File: src/rtl/rc4_mem_decrypt.sv
// RC4 PRGA decryption engine: walks the keystream over an initialised S RAM,
// XORs it with the encrypted ROM and writes plaintext to the decrypted RAM.
module rc4_mem_decrypt #(
  parameter int MSG_MAX = 32
) (
  input  logic       clk,
  input  logic       reset,
  input  logic       start_sig,
  input  logic [7:0] q_data,
  input  logic [7:0] iterations,
  input  logic       valid_test,
  input  logic       other_finished,
  output logic       finish,
  output logic       decrypt_mem_handler,
  output logic [7:0] data,
  output logic [7:0] address,
  output logic [1:0] memory_sel,
  output logic       wen
);

  localparam logic [7:0] MSG_MAX_B = MSG_MAX[7:0];

  localparam logic [1:0] SEL_S   = 2'd0;
  localparam logic [1:0] SEL_ENC = 2'd1;
  localparam logic [1:0] SEL_DEC = 2'd2;

  typedef enum logic [4:0] {
    IDLE, INC_I, WAIT_SI, RD_SI, ADDR_SJ, WAIT_SJ, RD_SJ, WR_I, WR_J,
    ADDR_F, WAIT_F, RD_F, ADDR_E, WAIT_E, RD_E, WR_D, CHK, DONE
  } state_t;

  state_t     state_q, state_d;
  logic [7:0] i_q, i_d, j_q, j_d, k_q, k_d;
  logic [7:0] si_q, si_d, sj_q, sj_d, f_q, f_d, enc_q, enc_d;
  logic [7:0] len_q, len_d;
  logic       finish_q, finish_d, handler_q, handler_d, wen_q, wen_d;
  logic [7:0] data_q, data_d, address_q, address_d;
  logic [1:0] sel_q, sel_d;
  logic [7:0] eff_len;
  logic       go_done;

  assign eff_len = (iterations > MSG_MAX_B) ? MSG_MAX_B : iterations;

  // Every memory read holds address for one wait state before q_data is captured.
  always_comb begin
    state_d   = state_q;
    i_d       = i_q;
    j_d       = j_q;
    k_d       = k_q;
    si_d      = si_q;
    sj_d      = sj_q;
    f_d       = f_q;
    enc_d     = enc_q;
    len_d     = len_q;
    finish_d  = finish_q;
    handler_d = handler_q;
    wen_d     = wen_q;
    data_d    = data_q;
    address_d = address_q;
    sel_d     = sel_q;
    go_done   = 1'b0;

    case (state_q)
      IDLE: begin
        if (start_sig) begin
          i_d   = 8'd0;
          j_d   = 8'd0;
          k_d   = 8'd0;
          len_d = eff_len;
          if (eff_len == 8'd0) begin
            go_done = 1'b1;
          end else begin
            handler_d = 1'b1;
            state_d   = INC_I;
          end
        end
      end
      INC_I: begin
        i_d       = i_q + 8'd1;
        address_d = i_q + 8'd1;
        sel_d     = SEL_S;
        state_d   = WAIT_SI;
      end
      WAIT_SI: state_d = RD_SI;
      RD_SI: begin
        si_d    = q_data;
        j_d     = j_q + q_data;
        state_d = ADDR_SJ;
      end
      ADDR_SJ: begin
        address_d = j_q;
        sel_d     = SEL_S;
        state_d   = WAIT_SJ;
      end
      WAIT_SJ: state_d = RD_SJ;
      RD_SJ: begin
        sj_d    = q_data;
        state_d = WR_I;
      end
      WR_I: begin
        address_d = i_q;
        data_d    = sj_q;
        wen_d     = 1'b1;
        state_d   = WR_J;
      end
      WR_J: begin
        address_d = j_q;
        data_d    = si_q;
        wen_d     = 1'b1;
        state_d   = ADDR_F;
      end
      ADDR_F: begin
        wen_d     = 1'b0;
        address_d = si_q + sj_q;
        sel_d     = SEL_S;
        state_d   = WAIT_F;
      end
      WAIT_F: state_d = RD_F;
      RD_F: begin
        f_d     = q_data;
        state_d = ADDR_E;
      end
      ADDR_E: begin
        sel_d     = SEL_ENC;
        address_d = k_q;
        state_d   = WAIT_E;
      end
      WAIT_E: state_d = RD_E;
      RD_E: begin
        enc_d   = q_data;
        state_d = WR_D;
      end
      WR_D: begin
        sel_d     = SEL_DEC;
        address_d = k_q;
        data_d    = f_q ^ enc_q;
        wen_d     = 1'b1;
        state_d   = CHK;
      end
      CHK: begin
        wen_d = 1'b0;
        if (!valid_test) begin
          go_done = 1'b1;
        end else begin
          k_d = k_q + 8'd1;
          if (k_q + 8'd1 == len_q) go_done = 1'b1;
          else                     state_d = INC_I;
        end
      end
      DONE: wen_d = 1'b0;
      default: state_d = IDLE;
    endcase

    // An abort suppresses whatever bus action this state would have issued.
    if (state_q != IDLE && state_q != DONE && other_finished) begin
      go_done   = 1'b1;
      data_d    = data_q;
      address_d = address_q;
      sel_d     = sel_q;
    end

    if (go_done) begin
      state_d   = DONE;
      finish_d  = 1'b1;
      handler_d = 1'b0;
      wen_d     = 1'b0;
    end
  end

  always_ff @(posedge clk or posedge reset) begin
    if (reset) begin
      state_q   <= IDLE;
      i_q       <= 8'd0;
      j_q       <= 8'd0;
      k_q       <= 8'd0;
      si_q      <= 8'd0;
      sj_q      <= 8'd0;
      f_q       <= 8'd0;
      enc_q     <= 8'd0;
      len_q     <= 8'd0;
      finish_q  <= 1'b0;
      handler_q <= 1'b0;
      wen_q     <= 1'b0;
      data_q    <= 8'd0;
      address_q <= 8'd0;
      sel_q     <= 2'd0;
    end else begin
      state_q   <= state_d;
      i_q       <= i_d;
      j_q       <= j_d;
      k_q       <= k_d;
      si_q      <= si_d;
      sj_q      <= sj_d;
      f_q       <= f_d;
      enc_q     <= enc_d;
      len_q     <= len_d;
      finish_q  <= finish_d;
      handler_q <= handler_d;
      wen_q     <= wen_d;
      data_q    <= data_d;
      address_q <= address_d;
      sel_q     <= sel_d;
    end
  end

  assign finish              = finish_q;
  assign decrypt_mem_handler = handler_q;
  assign wen                 = wen_q;
  assign data                = data_q;
  assign address             = address_q;
  assign memory_sel          = sel_q;

endmodule

File: config.mk
export PLATFORM = sky130hd
export DESIGN_NAME = rc4_mem_decrypt
export DESIGN_NICKNAME = d
export VERILOG_FILES = /design/src/rtl/rc4_mem_decrypt.sv
export SDC_FILE = /design/constraint.sdc
export NUM_CORES = 1
export LEC_CHECK = 0
export CAP_MARGIN = 5
export CORE_UTILIZATION = 25
export DETAILED_ROUTE_END_ITERATION = 8
export GPL_TIMING_DRIVEN = 0
export PLACE_DENSITY = 0.5
export SYNTH_ARGS = -nofsm -noshare
export SYNTH_HDL_FRONTEND = slang
export SYNTH_SLANG_ARGS = --single-unit
File: constraint.sdc
create_clock -name clk -period 3.9 [get_ports clk]
set_input_delay 0.39 -clock clk [delete_from_list [all_inputs] [get_ports clk]]
set_output_delay 0.39 -clock clk [all_outputs]
set_load 0.03 [all_outputs]
==> run_results.csv <==
group,metric,value,unit
die,pin_count,42,
placement,portBuffers,41,
logic_synthesis,yosysSeqAreaShare,44.1,%
detailed_routing,vias,4304,
logic_synthesis,synth_fp_nets,558,
global_routing,grt_pass1_vias,4193,
clock_network,clockBufferDepth,2,
clock_network,htreeDepth,3,
clock_network,cts_resized,0,
timing,period_share,63.9,%
detailed_routing,wl,14500,microns
finish,layout_common_cells,"dfrtp_1 (90), nand2_1 (66), o21ai_0 (44)",
placement,dpl_cell_area,5880,sq um
logic_synthesis,ys_warn_count,0,
setup_path,crit_path_top_delay_cell,"nor2_1",
timing,final.min_clock_period,2.49,ns
setup_path,cpPeakStageDelay,0.82,ns
finish,final_cell_area,6180,sq um
timing,finalWorstSetupSlack,1.41,ns
clock_network,cts.sinks,90,
placement,post-place-ws,1.43,ns
power,leakage,2.64,nW
logic_synthesis,synth_edf_count,0,
setup_path,worstPathMaxFanout,10,
clock_network,cts_tree,"yes",
setup_path,r2r_start,"state_q[1]$_DFFE_PP0P_",
power,power,4.09,mW
global_routing,overflow,0,
die,row_count,51,
setup_path,cp_data_required_time,4.17,ns
finish,final_nets,611,
setup_path,end_kind,"register",
finish,final_cells,842,
clock_network,clk_latency,0.36,ns
die,die_w,145,microns
setup_path,r2r_end,"data[6]$_DFFE_PP0P_",
setup_path,reg2reg_slack,1.41,ns
global_routing,grt_max_degree,70,
clock_network,ctsHoldBuffers,0,
setup_path,worst-r2r-cell-count,6,
detailed_routing,post-route-drc-count,0,
setup_path,cp.arrival,2.76,ns
finish,area_growth,20.9,%
timing,rsz0062_at_grt,"no",
detailed_routing,first_pass_iters,5,
run,max_cap_viol_count,0,
timing,fmax,0.401,GHz
setup_path,cp-start-kind,"register",
hold_path,hp-class,"input pin to async pin",
clock_network,clk_pin_slew,0.07,ns
clock_network,cts_root_buf,"clkbuf_16",
placement,place_hpwl,10800,microns
detailed_routing,post_drt_wl_per_cell,17.3,microns
placement,dp.cells,826,
clock_network,postCtsSetupBuffers,0,
setup_path,crit_top_cell,"buf_2",
logic_synthesis,synthArstFlopShare,100,%
status,status,"finished, final reports clean",
detailed_routing,drtAntennaViolNets,0,
timing,maxSlewViolCount,0,
logic_synthesis,netlist_area,5110,sq um
logic_synthesis,netlist-cell-type-count,64,
finish,insertedDiodeCount,0,
logic_synthesis,synth_area_leader_cell,"dfrtp_1",
global_routing,antenna_found_initial,0,
timing,worst_pin_slew,1.04,ns
logic_synthesis,synth-seq-cells,90,
placement,routabilityCongestion,0.901,
die,die-area,21000,sq um
power,powerDensity,662,nW/um^2
die,fp.coreArea,19800,sq um
timing,hold_viol,0,
timing,finalClockSkew,0.00816,ns
die,die-height,145,microns
global_routing,grt_pass1_wl,23500,microns
detailed_routing,routed_via_density,5.11,
power,ir_drop,0.196,mV
global_routing,grt_usage,14.2,%
timing,setup_violations,0,
timing,hold_slack,0.342,ns
logic_synthesis,synth_ff_type,"dfrtp_1",
finish,mostFrequentLayoutCell,"dfrtp_1",
logic_synthesis,yosys-top-cells-area,"dfrtp_1 (44%), mux2_2 (5.7%), nand2_1 (4.8%)",
logic_synthesis,yosysTopAreaCellShare,44.1,%
detailed_routing,drt_iter0_markers,273,
logic_synthesis,syn_avg_cell_area,9.85,sq um
clock_network,cts_buffers,9,
finish,drive_above_1_share,11.3,%
setup_path,crit_chain,"buf_2, buf_2, nand2_1, nor2_1, a222oi_1, o21ai_0",
setup_path,critPathKind,"register to register",
die,initial_utilization,25.8,%
timing,worst_slew_margin_rel,30.7,%
logic_synthesis,syn_inst,519,
[synth_stat cells, types with 4 or more instances]
| cell | instances |
|---|---|
| nand4_1 | 5 |
| a21oi_1 | 14 |
| a21o_1 | 7 |
| nor3b_1 | 6 |
| nand2b_1 | 5 |
| nand3_1 | 16 |
| and3_1 | 10 |
| mux2i_1 | 5 |
| nand2_1 | 66 |
| mux2_2 | 26 |
| xnor2_1 | 14 |
| a222oi_1 | 9 |
| a211oi_1 | 6 |
| inv_1 | 8 |
| dfrtp_1 | 90 |
| xor2_1 | 17 |
| a22o_1 | 12 |
| nand3b_1 | 4 |
| clkbuf_1 | 7 |
| o31ai_1 | 6 |
| nor4_1 | 4 |
| ha_1 | 16 |
| o21ai_0 | 44 |
| nor2b_1 | 5 |
| nor2_1 | 30 |
| buf_2 | 11 |
| nor3_1 | 16 |
[logic make-up (layout without fill, tap and decap cells)]
logic type | Yosys count | after routing | share of synthesized area, %
muxes | 31 | 31 | 6.71
buffers and inverters | 29 | 87 | 2.55
DFF | 90 | 90 | 44.1
and+or+nand+nor | 187 | 187 | 18.2
adders and majority gates | 18 | 18 | 4.70
AOI/OAI and AO/OA | 133 | 133 | 18.5
xor gates and xnor gates | 31 | 31 | 5.31
[sequential cells by signal, summed over array words and instances, names as in the netlist]
name,flops
state_q,5
enc_q,8
data,8
memory_sel,2
i_q,8
decrypt_mem_handler,1
address,8
j_q,8
wen,1
sj_q,8
si_q,8
len_q,8
finish,1
f_q,8
k_q,8
[power breakdown]
| part | internal, mW | total (mW) | switching [mW] |
|---|---|---|---|
| registers | 1.18 | 1.42 | 0.244 |
| logic | 0.728 | 1.81 | 1.08 |
| clock network | 0.462 | 0.862 | 0.400 |
[area by class of cell]
cell class	count	area, sq um
well taps	265	332
plain buffers	21	100
clock buffers	10	239
repair buffers	42	438
clock inverters	6	57.6
multi-input cells	400	2730
fillers	2079	13600
flip-flops and latches	90	2250
inverters	8	32.5
[stage by stage]
stage / TNS, ns / utilization (%)
5_1_grt: 0 / 31.2
3_5_place_dp: 0 / 29.7
2_1_floorplan: 0 / -
3_3_place_gp: -31.82 / 29.6
6_report: 0 / 31.2
4_1_cts: 0 / 31.2
[critical path, delay by kind of cell, from the launching register on]
kind | cells | cell delay [ns]
AND/OR/NAND/NOR | 2 | 0.96
AO/OA/AOI/OAI | 2 | 0.54
buffers and inverters | 2 | 0.50
flip-flops | 1 | 0.41
[per-layer routing]
layer	vias up	global-route usage (%)	wire length, microns
met4	0	4.89	244
li1	2036	-	-
met5	-	0	0
met1	2147	19.7	6990
met2	104	21.9	6640
met3	17	2.64	658
[how the worst max path moves through the flow]
stage | end | slack (ns) | cells past startpoint | startpoint
2_1_floorplan | address[0]$_DFFE_PP0P_ | 1.17 | 1 | reset
6_report | data[6]$_DFFE_PP0P_ | 1.41 | 6 | state_q[1]$_DFFE_PP0P_
5_1_grt | data[6]$_DFFE_PP0P_ | 1.23 | 6 | state_q[1]$_DFFE_PP0P_
4_1_cts | data[6]$_DFFE_PP0P_ | 1.43 | 6 | state_q[1]$_DFFE_PP0P_
3_5_place_dp | j_q[6]$_DFFE_PP0P_ | 1.43 | 8 | q_data[0]
3_3_place_gp | k_q[1]$_DFFE_PP0P_ | -0.36 | 2 | reset
Power figures use the tool's default switching activity.
